[src/rtl/serial_adder_pkg.sv]
// Shared definitions for the bit-serial adder: default width, state encoding
// and the bit-counter sizing helper.
package serial_adder_pkg;

    localparam int unsigned DEFAULT_WIDTH = 10;

    localparam logic [1:0] ST_IDLE = 2'd0;
    localparam logic [1:0] ST_RUN  = 2'd1;
    localparam logic [1:0] ST_DONE = 2'd2;

    typedef enum logic [1:0] {
        S_IDLE = ST_IDLE,
        S_RUN  = ST_RUN,
        S_DONE = ST_DONE
    } state_t;

    // Counter must hold values 0..width so it never wraps before the last bit.
    function automatic int unsigned cnt_width(input int unsigned width);
        return $clog2(width + 1);
    endfunction

endpackage

[src/rtl/serial_adder_full_add.sv]
// Single-bit full adder cell used by the serial datapath.
//   a, b  : operand bits
//   c     : carry in
//   cout  : carry out
//   s     : sum bit
module full_add (
    input  logic a,
    input  logic b,
    input  logic c,
    output logic cout,
    output logic s
);

    assign s    = a ^ b ^ c;
    assign cout = (a & b) | (c & (a ^ b));

endmodule

[src/rtl/serial_adder.sv]
// Bit-serial WIDTH-bit adder: a + b + cin, one bit per clock, LSB first,
// behind a start/busy/done handshake.
//   clk   : clock, rising edge
//   rst   : synchronous active-high reset
//   start : request, honoured only when idle
//   a, b  : operands, captured on an accepted start
//   cin   : carry in, captured on an accepted start
//   busy  : high while an operation is in RUN or DONE
//   done  : one-cycle pulse when sum/cout have just been updated
//   sum   : (a+b+cin) mod 2^WIDTH, held until the next completion
//   cout  : carry out of the top bit
module serial_adder
    import serial_adder_pkg::*;
#(
    parameter int unsigned WIDTH = DEFAULT_WIDTH
) (
    input  logic             clk,
    input  logic             rst,
    input  logic             start,
    input  logic [WIDTH-1:0] a,
    input  logic [WIDTH-1:0] b,
    input  logic             cin,
    output logic             busy,
    output logic             done,
    output logic [WIDTH-1:0] sum,
    output logic             cout
);

    localparam int unsigned CW = cnt_width(WIDTH);

    state_t           state;
    state_t           state_nxt;
    logic [WIDTH-1:0] a_sh;
    logic [WIDTH-1:0] b_sh;
    logic [WIDTH-1:0] res;
    logic             carry;
    logic [CW-1:0]    count;
    logic             load;
    logic             shift;
    logic             finish;
    logic             busy_nxt;
    logic             s_bit;
    logic             c_next;

    // The one adder cell; everything else is shifting around it.
    full_add u_fa (
        .a    (a_sh[0]),
        .b    (b_sh[0]),
        .c    (carry),
        .cout (c_next),
        .s    (s_bit)
    );

    // Next-state and datapath controls.
    always_comb begin
        state_nxt = state;
        load      = 1'b0;
        shift     = 1'b0;
        finish    = 1'b0;
        case (state)
            S_IDLE: begin
                if (start) begin
                    state_nxt = S_RUN;
                    load      = 1'b1;
                end
            end
            S_RUN: begin
                shift = 1'b1;
                if (count == CW'(WIDTH - 1)) begin
                    state_nxt = S_DONE;
                end
            end
            S_DONE: begin
                finish    = 1'b1;
                state_nxt = S_IDLE;
            end
            default: state_nxt = S_IDLE;
        endcase
        busy_nxt = (state_nxt == S_RUN) || (state_nxt == S_DONE);
    end

    // State register.
    always_ff @(posedge clk) begin
        if (rst) begin
            state <= S_IDLE;
        end else begin
            state <= state_nxt;
        end
    end

    // Shift registers, carry flop, bit counter and registered outputs.
    always_ff @(posedge clk) begin
        if (rst) begin
            a_sh  <= '0;
            b_sh  <= '0;
            res   <= '0;
            carry <= 1'b0;
            count <= '0;
            busy  <= 1'b0;
            done  <= 1'b0;
            sum   <= '0;
            cout  <= 1'b0;
        end else begin
            busy <= busy_nxt;
            done <= finish;
            if (load) begin
                a_sh  <= a;
                b_sh  <= b;
                carry <= cin;
                count <= '0;
            end
            if (shift) begin
                a_sh  <= a_sh >> 1;
                b_sh  <= b_sh >> 1;
                carry <= c_next;
                // New sum bit enters at the MSB so the LSB lands at bit 0 after WIDTH shifts.
                res   <= (res >> 1) | (WIDTH'(s_bit) << (WIDTH - 1));
                count <= count + CW'(1);
            end
            if (finish) begin
                sum  <= res;
                cout <= carry;
            end
        end
    end

endmodule

[config.mk]
export PLATFORM = sky130hd
export DESIGN_NAME = serial_adder
export DESIGN_NICKNAME = d
export VERILOG_FILES = /design/src/rtl/serial_adder_pkg.sv /design/src/rtl/serial_adder_full_add.sv /design/src/rtl/serial_adder.sv
export SDC_FILE = /design/constraint.sdc
export NUM_CORES = 1
export LEC_CHECK = 0
export CAP_MARGIN = 25
export CORE_UTILIZATION = 50
export CTS_CLUSTER_DIAMETER = 50
export DETAILED_ROUTE_END_ITERATION = 12
export GPL_TIMING_DRIVEN = 0
export PLACE_DENSITY_LB_ADDON = 0.2
export SETUP_SLACK_MARGIN = 0.5
export SYNTH_ARGS = -nofsm -noshare
export SYNTH_HDL_FRONTEND = slang
export SYNTH_HIERARCHICAL = 1
export SYNTH_SLANG_ARGS = --single-unit
[constraint.sdc]
create_clock -name clk -period 4 [get_ports clk]
set_clock_uncertainty 0.1 [all_clocks]
set_input_delay 0.6 -clock clk [delete_from_list [all_inputs] [get_ports clk]]
set_output_delay 0.6 -clock clk [all_outputs]
set_load 0.005 [all_outputs]
==> run_results.csv <==
group,metric,value,unit
run_status,status,"finished, final reports clean",
floorplanning,die_area,4630,sq um
clock_tree,root_buffer,"clkbuf_8",
clock_tree,clock_latency,0.31,ns
timing,finalCriticalPeriod,1.85,ns
worst_setup_path,path_delay_family,"buffers and inverters",
placement,portBuffers,35,
worst_setup_path,critPathSlowestCell,"clkdlybuf4s50_1",
logic_synthesis,ys_seq_area_frac,0.458,
clock_tree,cts_buffers,5,
routing,firstDrtPassIters,4,
pwr,finalPower,0.982,mW
worst_setup_path,worstSetupPathType,"reg -> out",
logic_synthesis,ys_ff_latch,50,
logic_synthesis,syn_nets,270,
clock_tree,hold_buffers,0,
cells_and_area,drive_above_1_share,0.200,
timing,setup_viol,0,
timing,finalCritPeriodShare,0.462,
clock_tree,clk_path_buf_depth,2,
min_path,hp-class,"reg -> reg",
logic_synthesis,synth_warnings,6,
logic_synthesis,syn-cell-area,2180,sq um
worst_setup_path,critPathBufInv,1,
timing,fin_setup_tns,0,ns
worst_setup_path,rrSetupSlack,2.53,ns
global_route,grt.total_usage,0.212,
routing,wl_per_cell,12.8,um
global_route,grt_pass1_wl,7330,um
logic_synthesis,netlist_instances,243,
timing,worst_slew_pin_slew,0.689,ns
routing,detail-route-antenna-nets,0,
logic_synthesis,yosysTopAreaCell,"dfxtp_1",
timing,fmax,541,MHz
worst_setup_path,rr_startpoint,"state[1]$_SDFF_PP0_",
logic_synthesis,synthTopCellsByArea,"dfxtp_1, nor4_2, nand2_1, a21oi_1, nor3_1",
floorplanning,die_w,68.1,um
global_route,grt_max_degree,15,
clock_tree,cts_resized,0,
clock_tree,htreeDepth,2,
worst_setup_path,worstSetupEndpointType,"output pin",
cells_and_area,nets,312,
worst_setup_path,worst-path-max-fanout,2,
routing,drt_iter0_drc,80,
flow_run,drv_cap,0,
floorplanning,core,4090,sq um
clock_tree,cts.sinks,50,
worst_setup_path,worst_setup_path_start_kind,"flip-flop",
floorplanning,io-pin-count,37,
clock_tree,tritoncts,"yes",
pwr,p_leak,0.943,nW
floorplanning,initial_core_util,0.534,
worst_setup_path,worstPathArrival,1.15,ns
routing,viasPerCell,5.22,
clock_tree,clk_pin_slew,0.08,ns
placement,gp_congestion,0.781,
timing,slew_headroom,0.541,
clock_tree,cts_setup_buffers,0,
cells_and_area,fin_util,0.655,
global_route,grt_pass1_vias,1692,
routing,vias,1749,
worst_setup_path,critPathMaxStageDelay,0.50,ns
cells_and_area,diodes,0,
timing,rsz0062_at_grt,"no",
timing,fin_ws,2.15,ns
placement,pre_cts_ws,1.86,ns
placement,post-dp-hpwl,3040,um
worst_setup_path,r2r-end,"a_sh[3]$_SDFFE_PP0P_",
min_path,min_from,"sum[6]$_SDFFE_PP0P_",
pwr,peakVddDrop,212,uV
global_route,grt_antenna_before_repair,0,
floorplanning,rows,23,
logic_synthesis,yosys.cell_types.count,31,
floorplanning,die_h,68.1,um
timing,report.final.slew_viol_count,0,
worst_setup_path,cp-startpoint,"sum[5]$_SDFFE_PP0P_",
pwr,power_per_cell_area,367,nW/um^2
worst_setup_path,cp_cell_sequence,"clkdlybuf4s50_1",
logic_synthesis,synth.top_cell.area_share,0.458,
global_route,gr-total-overflow,0,
cells_and_area,syn_to_final_growth,22.6,%
worst_setup_path,critPathRequiredTime,3.30,ns
routing,drt-total-wl,4300,um
timing,hold_viol_final,0,
min_path,hold_path_end,"sum[6]$_SDFFE_PP0P_",
logic_synthesis,avgSynthCellArea,8.98,sq um
worst_setup_path,ff2ff_path_depth,5,
min_path,min_delay_path_depth,2,
routing,remaining_drc_errors,0,
cell families (layout without fill, tap and decap cells):
family          count (synthesis)  count (layout)  synth area share
flops                          50              50             0.458
mux                             2               2           0.00917
xor+xnor                        1               1           0.00401
buf+inv                        22              64            0.0693
fa+ha+maj                       3               3            0.0206
compound gates                 27              27            0.0722
simple gates                  138             138             0.366
worst max path at each step:
stage / end / slack (ns) / cells after the start
floorplan: a_sh[6]$_SDFFE_PP0P_ / 2.41 / 5
global route: a_sh[8]$_SDFFE_PP0P_ / 2.09 / 5
detailed placement: a_sh[3]$_SDFFE_PP0P_ / 1.86 / 6
global placement: a_sh[3]$_SDFFE_PP0P_ / 1.85 / 6
finish: sum[5] / 2.15 / 1
CTS: sum[5] / 2.15 / 1
flip-flops by register name (all words and copies together), names as in the netlist, 2 cells and up:
register,cells
b_sh,10
count,4
a_sh,10
state,2
res,10
sum,10
layout by cell type (no fill, tap or decap), types with 2 or more instances in the layout:
cell / instances
nand2_1: 42
nor4_1: 3
buf_6: 2
nor2_4: 3
clkbuf_1: 6
mux2i_1: 2
ha_1: 2
nor3_1: 23
buf_2: 6
nor2_2: 13
clkbuf_8: 5
clkdlybuf4s50_1: 35
nor2b_1: 3
nand2b_1: 3
buf_4: 5
nor4_2: 16
nor2_1: 24
nand3_1: 3
dfxtp_1: 50
a21oi_1: 24
nand3b_1: 2
stage by stage:
step           instance area, sq um  hold WS, ns  instances
2_1_floorplan                  2180        0.332        243
3_3_place_gp                   2600        0.343        328
3_5_place_dp                   2600        0.346        328
4_1_cts                        2680        0.358        335
5_1_grt                        2680        0.380        335
6_report                       2680        0.356        335
synthesized netlist by cell type, drive strengths merged:
cell	count
a21oi	25
nand3	3
or2b	1
buf	16
nand3b	2
o211ai	1
nor2	40
nand2b	3
mux2i	2
nor2b	3
nor3	23
inv	1
dfxtp	50
nor4	19
xor2	1
o41ai	1
ha	2
nand2	42
clkbuf	5
nor3b	1
fa	1
or3b	1
where the power goes:
part	leakage, nW	total, mW	internal, mW	switching, mW
Clock	0.0373	0.283	0.120	0.163
Combinational	0.497	0.159	0.0753	0.0834
Sequential	0.408	0.540	0.523	0.0167
Total	0.943	0.982	0.719	0.263
metal layers:
| layer | wire (um) | track usage |
|---|---|---|
| met5 | 0 | 0 |
| met4 | 56 | 0.0833 |
| met3 | 171 | 0.0517 |
| met2 | 1980 | 0.347 |
| met1 | 2090 | 0.266 |
final cells by class:
type | count | area [sq um]
Fill cell | 386 | 1410
Timing Repair Buffer | 35 | 350
Clock buffer | 6 | 72.6
Clock inverter | 1 | 7.51
Sequential cell | 50 | 1000
Inverter | 1 | 3.75
Tap cell | 50 | 62.6
Buffer | 21 | 148
Multi-Input combinational cell | 171 | 1030
Note: power is estimated with default switching activity, not from simulation.
